--- config.mk ---
export PLATFORM = sky130hd
export DESIGN_NAME = rob_commit_ctrl
export DESIGN_NICKNAME = d
export VERILOG_FILES = /design/src/rtl/rob_commit_ctrl_pkg.sv /design/src/rtl/rob_commit_ctrl_entry_ram.sv /design/src/rtl/rob_commit_ctrl.sv
export SDC_FILE = /design/constraint.sdc
export NUM_CORES = 2
export LEC_CHECK = 0
export ABC_AREA = 1
export BUFFER_PORTS_ARGS = -buffer_cell sky130_fd_sc_hd__buf_2
export CAP_MARGIN = 30
export CORE_MARGIN = 2
export CORE_UTILIZATION = 58
export CTS_BUF_LIST = sky130_fd_sc_hd__clkbuf_2 sky130_fd_sc_hd__clkbuf_4 sky130_fd_sc_hd__clkbuf_8
export DETAILED_ROUTE_END_ITERATION = 16
export HOLD_SLACK_MARGIN = 0.05
export PLACE_DENSITY = 0.76
export SLEW_MARGIN = 0
export SYNTH_ARGS = -nofsm -noshare
export SYNTH_HDL_FRONTEND = slang
export SYNTH_SLANG_ARGS = --single-unit
--- constraint.sdc ---
create_clock -name clk_in -period 3.25 [get_ports clk_in]
set_input_delay 0.1625 -clock clk_in [delete_from_list [all_inputs] [get_ports clk_in]]
set_output_delay 0.1625 -clock clk_in [all_outputs]
set_load 0.02 [all_outputs]
--- src/rtl/rob_commit_ctrl_pkg.sv ---
// Shared types, sizes and tag arithmetic for the ROB commit controller.
// Latency: n/a (declarations only).
// Backpressure: n/a.
package rob_commit_ctrl_pkg;

    localparam int TAG_W = 4;
    localparam int DEPTH = 1 << TAG_W;
    localparam int VAL_W = 32;
    localparam int REG_W = 5;

    typedef logic [TAG_W-1:0] ROBTagBus;
    typedef logic [REG_W-1:0] RegBus;
    typedef logic [VAL_W-1:0] RegValBus;

    localparam ROBTagBus NO_TAG = '0;

    // One ROB slot: allocation data, completion data and status bits.
    typedef struct packed {
        logic     valid;
        logic     done;
        RegBus    rd;
        RegValBus val;
        RegValBus pc;
        logic     mispredict;
        RegValBus target;
    } rob_entry_t;

    // Tag 0 means "no dependency", so the sequence runs 1..DEPTH-1 and wraps to 1.
    function automatic ROBTagBus tag_inc(input ROBTagBus t);
        return (t == ROBTagBus'(DEPTH - 1)) ? ROBTagBus'(1) : t + ROBTagBus'(1);
    endfunction

endpackage

--- src/rtl/rob_commit_ctrl_entry_ram.sv ---
// ROB entry storage: alloc write, CDB completion write, retire clear, comb read at head.
// Latency: writes visible the cycle after the edge; head read is combinational.
// Backpressure: en_i low freezes every entry; flush_i invalidates all entries.
import rob_commit_ctrl_pkg::*;

module rob_commit_ctrl_entry_ram (
    input  logic               clk_i,
    input  logic               rst_i,
    input  logic               en_i,
    input  logic               flush_i,
    input  logic               alloc_we_i,
    input  logic [TAG_W-1:0]   alloc_tag_i,
    input  logic [REG_W-1:0]   alloc_rd_i,
    input  logic [VAL_W-1:0]   alloc_pc_i,
    input  logic               cdb_we_i,
    input  logic [TAG_W-1:0]   cdb_tag_i,
    input  logic [VAL_W-1:0]   cdb_val_i,
    input  logic               cdb_mis_i,
    input  logic [VAL_W-1:0]   cdb_tgt_i,
    input  logic               retire_i,
    input  logic [TAG_W-1:0]   head_tag_i,
    output logic               head_valid_o,
    output logic               head_done_o,
    output logic [REG_W-1:0]   head_rd_o,
    output logic [VAL_W-1:0]   head_val_o,
    output logic [VAL_W-1:0]   head_pc_o,
    output logic               head_mis_o,
    output logic [VAL_W-1:0]   head_tgt_o
);

    rob_entry_t mem_q [DEPTH];

    // Entry updates; completion only lands on live entries, a fresh alloc overrides a retire.
    always_ff @(posedge clk_i) begin
        if (rst_i) begin
            for (int i = 0; i < DEPTH; i++) mem_q[i] <= '0;
        end else if (en_i) begin
            if (flush_i) begin
                for (int i = 0; i < DEPTH; i++) begin
                    mem_q[i].valid <= 1'b0;
                    mem_q[i].done  <= 1'b0;
                end
            end else begin
                if (cdb_we_i && mem_q[cdb_tag_i].valid) begin
                    mem_q[cdb_tag_i].done       <= 1'b1;
                    mem_q[cdb_tag_i].val        <= cdb_val_i;
                    mem_q[cdb_tag_i].mispredict <= cdb_mis_i;
                    mem_q[cdb_tag_i].target     <= cdb_tgt_i;
                end
                if (retire_i) begin
                    mem_q[head_tag_i].valid <= 1'b0;
                    mem_q[head_tag_i].done  <= 1'b0;
                end
                if (alloc_we_i) begin
                    mem_q[alloc_tag_i].valid      <= 1'b1;
                    mem_q[alloc_tag_i].done       <= 1'b0;
                    mem_q[alloc_tag_i].rd         <= alloc_rd_i;
                    mem_q[alloc_tag_i].pc         <= alloc_pc_i;
                    mem_q[alloc_tag_i].mispredict <= 1'b0;
                end
            end
        end
    end

    assign head_valid_o = mem_q[head_tag_i].valid;
    assign head_done_o  = mem_q[head_tag_i].done;
    assign head_rd_o    = mem_q[head_tag_i].rd;
    assign head_val_o   = mem_q[head_tag_i].val;
    assign head_pc_o    = mem_q[head_tag_i].pc;
    assign head_mis_o   = mem_q[head_tag_i].mispredict;
    assign head_tgt_o   = mem_q[head_tag_i].target;

endmodule

--- src/rtl/rob_commit_ctrl.sv ---
// In-order ROB tag allocator and commit sequencer; flushes on a mispredicted branch at head.
// Latency: CDB edge -> commit outputs one edge later; one retirement per cycle.
// Backpressure: alloc_gnt low when full or flushing; rdy_in low freezes all state.
import rob_commit_ctrl_pkg::*;

module rob_commit_ctrl (
    input  logic               clk_in,
    input  logic               rst_in,
    input  logic               rdy_in,
    input  logic               alloc_req,
    input  logic [REG_W-1:0]   alloc_rd,
    input  logic [VAL_W-1:0]   alloc_pc,
    output logic               alloc_gnt,
    output logic [TAG_W-1:0]   next_tag,
    output logic               full,
    input  logic               cdb_valid,
    input  logic [TAG_W-1:0]   cdb_tag,
    input  logic [VAL_W-1:0]   cdb_val,
    input  logic               cdb_mispredict,
    input  logic [VAL_W-1:0]   cdb_target,
    output logic               write_rdy,
    output logic [REG_W-1:0]   rd,
    output logic [VAL_W-1:0]   write_val,
    output logic [TAG_W-1:0]   now_tag,
    output logic               clear,
    output logic [VAL_W-1:0]   redirect_pc,
    output logic               commit_pulse,
    output logic [VAL_W-1:0]   commit_pc
);

    ROBTagBus head_q, head_d, tail_q, tail_d, count_q, count_d;
    logic     write_rdy_q, write_rdy_d, clear_q, clear_d, pulse_q, pulse_d;
    RegBus    rd_q, rd_d;
    RegValBus wval_q, wval_d, redir_q, redir_d, cpc_q, cpc_d;

    logic     h_valid, h_done, h_mis;
    RegBus    h_rd;
    RegValBus h_val, h_pc, h_tgt;
    logic     commit_fire, flush, cdb_we;

    // The flush cycle (clear_q) blocks alloc, completion and retirement.
    assign full        = (count_q == ROBTagBus'(DEPTH - 1));
    assign alloc_gnt   = alloc_req && !full && !clear_q;
    assign next_tag    = tail_q;
    assign cdb_we      = cdb_valid && !clear_q && (cdb_tag != NO_TAG);
    assign commit_fire = !clear_q && h_valid && h_done;
    assign flush       = commit_fire && h_mis;

    rob_commit_ctrl_entry_ram u_ram (
        .clk_i        (clk_in),
        .rst_i        (rst_in),
        .en_i         (rdy_in),
        .flush_i      (flush),
        .alloc_we_i   (alloc_gnt),
        .alloc_tag_i  (tail_q),
        .alloc_rd_i   (alloc_rd),
        .alloc_pc_i   (alloc_pc),
        .cdb_we_i     (cdb_we),
        .cdb_tag_i    (cdb_tag),
        .cdb_val_i    (cdb_val),
        .cdb_mis_i    (cdb_mispredict),
        .cdb_tgt_i    (cdb_target),
        .retire_i     (commit_fire),
        .head_tag_i   (head_q),
        .head_valid_o (h_valid),
        .head_done_o  (h_done),
        .head_rd_o    (h_rd),
        .head_val_o   (h_val),
        .head_pc_o    (h_pc),
        .head_mis_o   (h_mis),
        .head_tgt_o   (h_tgt)
    );

    // Next-state for pointers, occupancy and the registered commit/flush outputs.
    always_comb begin
        head_d      = head_q;
        tail_d      = tail_q;
        count_d     = count_q;
        write_rdy_d = commit_fire && (h_rd != '0);
        pulse_d     = commit_fire;
        clear_d     = flush;
        rd_d        = rd_q;
        wval_d      = wval_q;
        cpc_d       = cpc_q;
        redir_d     = redir_q;
        if (commit_fire) begin
            rd_d   = h_rd;
            wval_d = h_val;
            cpc_d  = h_pc;
        end
        if (flush) begin
            head_d  = ROBTagBus'(1);
            tail_d  = ROBTagBus'(1);
            count_d = '0;
            redir_d = h_tgt;
        end else begin
            if (alloc_gnt)   tail_d = tag_inc(tail_q);
            if (commit_fire) head_d = tag_inc(head_q);
            count_d = count_q + {{(TAG_W-1){1'b0}}, alloc_gnt} - {{(TAG_W-1){1'b0}}, commit_fire};
        end
    end

    // State register: reset beats the global enable, which otherwise freezes everything.
    always_ff @(posedge clk_in) begin
        if (rst_in) begin
            head_q      <= ROBTagBus'(1);
            tail_q      <= ROBTagBus'(1);
            count_q     <= '0;
            write_rdy_q <= 1'b0;
            pulse_q     <= 1'b0;
            clear_q     <= 1'b0;
            rd_q        <= '0;
            wval_q      <= '0;
            cpc_q       <= '0;
            redir_q     <= '0;
        end else if (rdy_in) begin
            head_q      <= head_d;
            tail_q      <= tail_d;
            count_q     <= count_d;
            write_rdy_q <= write_rdy_d;
            pulse_q     <= pulse_d;
            clear_q     <= clear_d;
            rd_q        <= rd_d;
            wval_q      <= wval_d;
            cpc_q       <= cpc_d;
            redir_q     <= redir_d;
        end
    end

    assign write_rdy    = write_rdy_q;
    assign rd           = rd_q;
    assign write_val    = wval_q;
    assign now_tag      = head_q;
    assign clear        = clear_q;
    assign redirect_pc  = redir_q;
    assign commit_pulse = pulse_q;
    assign commit_pc    = cpc_q;

endmodule

* Word level (Yosys, flattened, before mapping)
Memory sizes are Yosys's and may differ from the RTL's. A register that Yosys moved wholly into a read port is not among the register bits.
Cells that the tools add are included.
** Storage, ports and cells
- Logic and storage cells :: 143
- Register bits :: 116
- Output and inout bits :: 114
- Memories :: 1
- Latch bits :: 0
- Input bits :: 111
- Bits in writable memories :: 1664
- ROM bits :: 0
** Memory list
- u_ram.mem_q :: depth 16, width 104, rd ports 2, clocked after Yosys merged registers in 1, write ports 16, line rob_commit_ctrl_entry_ram.sv:31 : rob_entry_t mem_q [DEPTH];
** Cells by class
- Multiplexer cells :: 71
- $mul :: 0
- Reductions and logical operators :: 22
- Equal/unequal tests :: 3
- Bitwise operators :: 32
- $add $sub $neg :: 4
- Shift operators :: 0
- Order comparisons :: 0
- Divide/modulo/power cells :: 0
** Operators by type and width (count)
- 104-bit two-way mux :: 3
- 104-bit OR reduction :: 3
- 4-bit two-way mux :: 14
- 1-bit two-way mux :: 53
- 1-bit bitwise OR :: 32
- 4-bit == test (second input constant) :: 3
- 1-bit logical AND :: 9
- 4-bit by 1-bit adder with 4-bit output (second input constant) :: 2
- 2-bit AND reduction :: 4
- 5-bit nonzero test :: 1
- 4-bit by 1-bit adder with 4-bit output :: 1
- 2-bit nonzero test :: 2
- 4-bit nonzero test :: 1
- 4-bit by 1-bit subtractor with 4-bit output :: 1
- 3-bit two-way mux :: 1
- 1-bit zero test :: 2

* Logic depth before layout (Yosys ltp)
- Depth after elaboration :: 11
- Mapped depth :: 18
- Gate-level depth less buffers :: 17

* Hierarchy
From an unflattened synthesis, not the netlist that was laid out.
** Unflattened totals
- Cell total of the unflattened synthesis :: 6575
- Area, all modules :: 74204.9 µm²
** Modules (own cells, without submodules)
- rob_commit_ctrl_entry_ram :: instances 1, area an instance 69840.7 µm², cells each 6016
- rob_commit_ctrl :: instances 1, area an instance 4364.2 µm², cells each 559

* Least setup slack after synthesis
OpenSTA, ideal clock, no wires.
- Path type :: register to register
- From :: register with a tool-made name
- To :: memory u_ram.mem_q[14][0] (netlist name), enable pin
- Required time :: 2.560 ns
- Arrival time :: 2.860 ns
- Slack :: -0.300 ns
- Cell stages (with the launch flop) :: 14
- Period minus slack after synthesis :: 3.550 ns
- Cells stage by stage :: dfxtp_1 > buf_2 > nand3_1 > nand3_1 > nand3_1 > nand3_1 > nand2_1 > nor2_4 > nand2_4 > buf_4 > nand3_1 > buf_2 > buf_2 > nand2_1
** RTL lines (line)
- end, declared :: rob_commit_ctrl_entry_ram.sv:31

==> impl_summary.md <==
Setup path
The nature of the critical path startpoint is a register. The highest net fanout along the worst path is 34. For the worst setup path, the data required time is 4.21 ns.

The path type of the worst setup path is register to register. The worst path arrival time is 4.08 ns. The kind of end point of the critical path is a register.

Timing
The maximum frequency from static timing analysis is 0.3207 GHz. After routing, the total negative slack on setup checks comes to 0 ns. Hold is met by 0.1247 ns.

After layout, the worst setup slack is 0.1315 ns. Dividing the final minimum period by the clock period gives 95.95%. The tightest slew margin relative to the limit is 16.13%. The final setup violation count is 0. The final-report max-slew violation count is 0. For the finished layout, the period the worst path requires is 3.119 ns. On the final layout, the worst clock skew is 0.06707 ns. The hold violation count in the final report is 0.

For the pin with the worst max-slew slack, the measured transition is 1.258 ns. Setup repair after global routing left no endpoint under its margin.

Placed design
The post-detailed-placement cell area is 80110 um^2. The routability-driven placement congestion ratio is 0.8824. OpenSTA, run right after detailed placement, puts the worst setup slack at 0.3940 ns. Detailed placement ended at an HPWL of 120600 um. Port buffering added 224 buffers.

Clock network
For this design, the sink count on the clock tree is 1784. The later-pin clock latency in the skew report is 1.07 ns. The number of clock buffers added by TritonCTS is 304. The TritonCTS clock tree is yes.

Clock-pin slew was measured on the worst setup and hold paths at 0.07 ns. In this run the deepest clock path goes through 4 buffers. The deepest level of the CTS H-tree is 5. The tree is rooted in a sky130_fd_sc_hd__clkbuf_8.

Detailed routing
The first detailed-routing pass ran for 6 iterations. The routed design has 229600 um of wire. Using the TritonRoute via totals, the vias-per-cell ratio works out to 6.334. In this run the remaining antenna-violating nets after routing total 0.

For this block, the initial DRC count from the detailed router was 8997. The DRC violation count after routing is 0. The via count is 59870. The average wire per cell in the routed design is 24.29 um.

Logic synthesis
Dividing the synthesized area by the synthesized cell count gives 10.56 um^2. Of the post-synthesis cell area, the dominant cell type holds 63.35%. The number of synthesized flops with an enable pin is 1616. By count the netlist is led by sky130_fd_sc_hd__nor2_1 (2529), sky130_fd_sc_hd__edfxtp_1 (1616), sky130_fd_sc_hd__o21ai_0 (877).

In the synthesized netlist the async set-or-reset flop fraction comes to 0%. The simple-gate portion of the synthesized area is 15.72%. After synthesis, the netlist uses 36 different library cells. The dominant cell by count in the synthesized netlist is sky130_fd_sc_hd__nor2_1. The combinational family with the most area after synthesis is simple AND/OR/NAND/NOR gates. Sequential elements use 67.74% of the synthesized area. The mapped netlist covers 76610 um^2. Synthesis handed over a netlist of 7253 instances. The Yosys step of the flow raised 0 warnings. Of the total synthesized cell area, the portion taken by full adders, half adders and majority gates is 0.2385%. The fraction of the mapped netlist area in compound gates is 11.84%. By area the synthesized netlist is led by sky130_fd_sc_hd__edfxtp_1 (63%), sky130_fd_sc_hd__nor2_1 (12%), sky130_fd_sc_hd__o21ai_0 (5.7%), sky130_fd_sc_hd__dfxtp_1 (4.4%), sky130_fd_sc_hd__clkbuf_1 (2.4%). Synthesis inferred 1784 register bits. The most used flip-flop cell after synthesis is sky130_fd_sc_hd__edfxtp_1. Summed over all instances, the cell type with the most area after synthesis is sky130_fd_sc_hd__edfxtp_1. The area share of xor/xnor cells in the synthesized design is 0%. The proportion of synthesized area in mux cells is 0%.

Finish
The layout net count is 7600. The final instance area is 87400 um^2. The share of layout cells above drive strength 1 is 12.53%.

The relative area change from synthesis to final layout is 14.09%. Once layout is complete, the utilization of the core stands at 66.57%.

GRT
The maximum number of pins on one net before global-route repair is 223. The initial antenna violation count came to 7. The first global-routing pass estimated 342800 um of wire. The via count of the first global-routing pass is 58420.

The sum of overflow across all layers after global routing is 0. Global routing consumed, over all layers together, 33.43% of the routing resources.

Pwr
The worst-case vdd ir drop is 0.5103 mV. The analysis attributes to cell leakage a power of 0.03346 uW. In this run the power density over the cells is 548.6 nW/um^2.

Floorplan
The total die area is 135000 um^2. The x dimension of the die is 367.4 um. The starting utilization of the core area is 58.35%.

The floorplan step set the die height to 367.4 um. After floorplanning, the core was sized to cover 131300 um^2. In this run the core area contains 133 standard-cell rows. 225 I/O pins were placed.

Outcome
The run finished with clean final reports.

Job
Max-cap violations in this run came to 0.

Worst hold path
In this run the worst hold path is classified as input pin to register.
-- state kept, by name, indices dropped and copies added, names as in the netlist, named ones only --
register and count:
clear 1, commit_pc 32, commit_pulse 1, count_q 4, next_tag 4, now_tag 4, rd 5, redirect_pc 32
u_ram.mem_q 1664, write_rdy 1, write_val 32
-- critical path, cell delays in order (launching register included) --
cell and delay [ns]:
sky130_fd_sc_hd__dfxtp_4 0.51, sky130_fd_sc_hd__inv_8 0.13, sky130_fd_sc_hd__nand3_1 0.09, sky130_fd_sc_hd__nand3_1 0.07, sky130_fd_sc_hd__nand3_1 0.09, sky130_fd_sc_hd__nand3_1 0.08, sky130_fd_sc_hd__nand2_1 0.10, sky130_fd_sc_hd__nor2_4 0.07
sky130_fd_sc_hd__nand2_4 0.09, sky130_fd_sc_hd__buf_12 0.26, sky130_fd_sc_hd__nand4_1 0.13, sky130_fd_sc_hd__dlygate4sd3_1 0.59, sky130_fd_sc_hd__a21oi_1 0.19, sky130_fd_sc_hd__dlygate4sd3_1 0.59
-- per-layer routing --
layer  vias up  GRT usage [%]  wire length [um]
li1      25790              -                 -
met3       731          8.748             31110
met1     28670          44.78             82910
met2      4659          51.48            105100
met5         -              0               138
met4        11          15.22             10360
-- layout make-up --
type / instances / area (um^2)
antenna: 4 / 10.01
clock buffer: 461 / 5557
clock inverter: 62 / 422.9
fill: 9552 / 43900
inverter: 191 / 757.0
multi-input combinational: 4677 / 21920
sequential: 1784 / 51900
tap: 1755 / 2196
timing repair buffer: 517 / 4634
-- cell families (layout without fill, tap and decap cells) --
family	Yosys count	after routing
AO/OA/AOI/OAI	1503	1503
adder cells (fa/ha/maj)	14	14
buffers and inverters	855	1231
flip-flops	1784	1784
other	1	68
AND/OR/NAND/NOR	3096	3096
-- placed cells by master, fill, tap and decap left out, drive strengths merged --
cell type	n
a21oi	36
a22oi	1
buf	391
bufinv	5
clkbuf	461
clkinv	47
clkinvlp	8
conb	64
dfxtp	168
diode	4
dlygate4sd3	126
edfxtp	1616
fa	1
ha	13
inv	193
nand2	291
nand3	251
nand3b	1
nand4	20
nor2	2531
nor3	1
o2111ai	1
o211a	64
o211ai	107
o21ai	878
o221ai	174
o22ai	241
o31ai	1
or2	1
-- report_power, final --
part	switching [uW]	total [uW]	internal, uW
logic	1410	1900	496
registers	200	25900	25700
clock network	8900	20200	11200
-- worst paths after layout --
path                       start             endpoint  slack (ns)  cells past startpoint
hold reg to reg   redirect_pc[5]       redirect_pc[5]        0.44                      2
setup / recovery        register  u_ram.mem_q[15][32]        0.13                     13
setup reg to reg        register  u_ram.mem_q[15][32]        0.13                     13
hold / removal            rst_in        write_val[28]        0.12                      4
-- timing repair --
| item | CTS | global route |
|---|---|---|
| endpoints found under the hold margin | 1850 | 0 |
| resized for setup | 0 | 1 |
| setup endpoints to repair | 0 | 5 |
| hold buffers | 126 | 0 |
| buffers inserted | 0 | 4 |
-- through the flow --
stage | std cells | total power (uW)
6_report | 9451 | 47950
2_1_floorplan | 7316 | 27260
5_1_grt | 9449 | 49140
3_3_place_gp | 8794 | 28040
3_5_place_dp | 8794 | 28100
4_1_cts | 9443 | 47950
No activity file was read; power rests on OpenSTA's default activity.
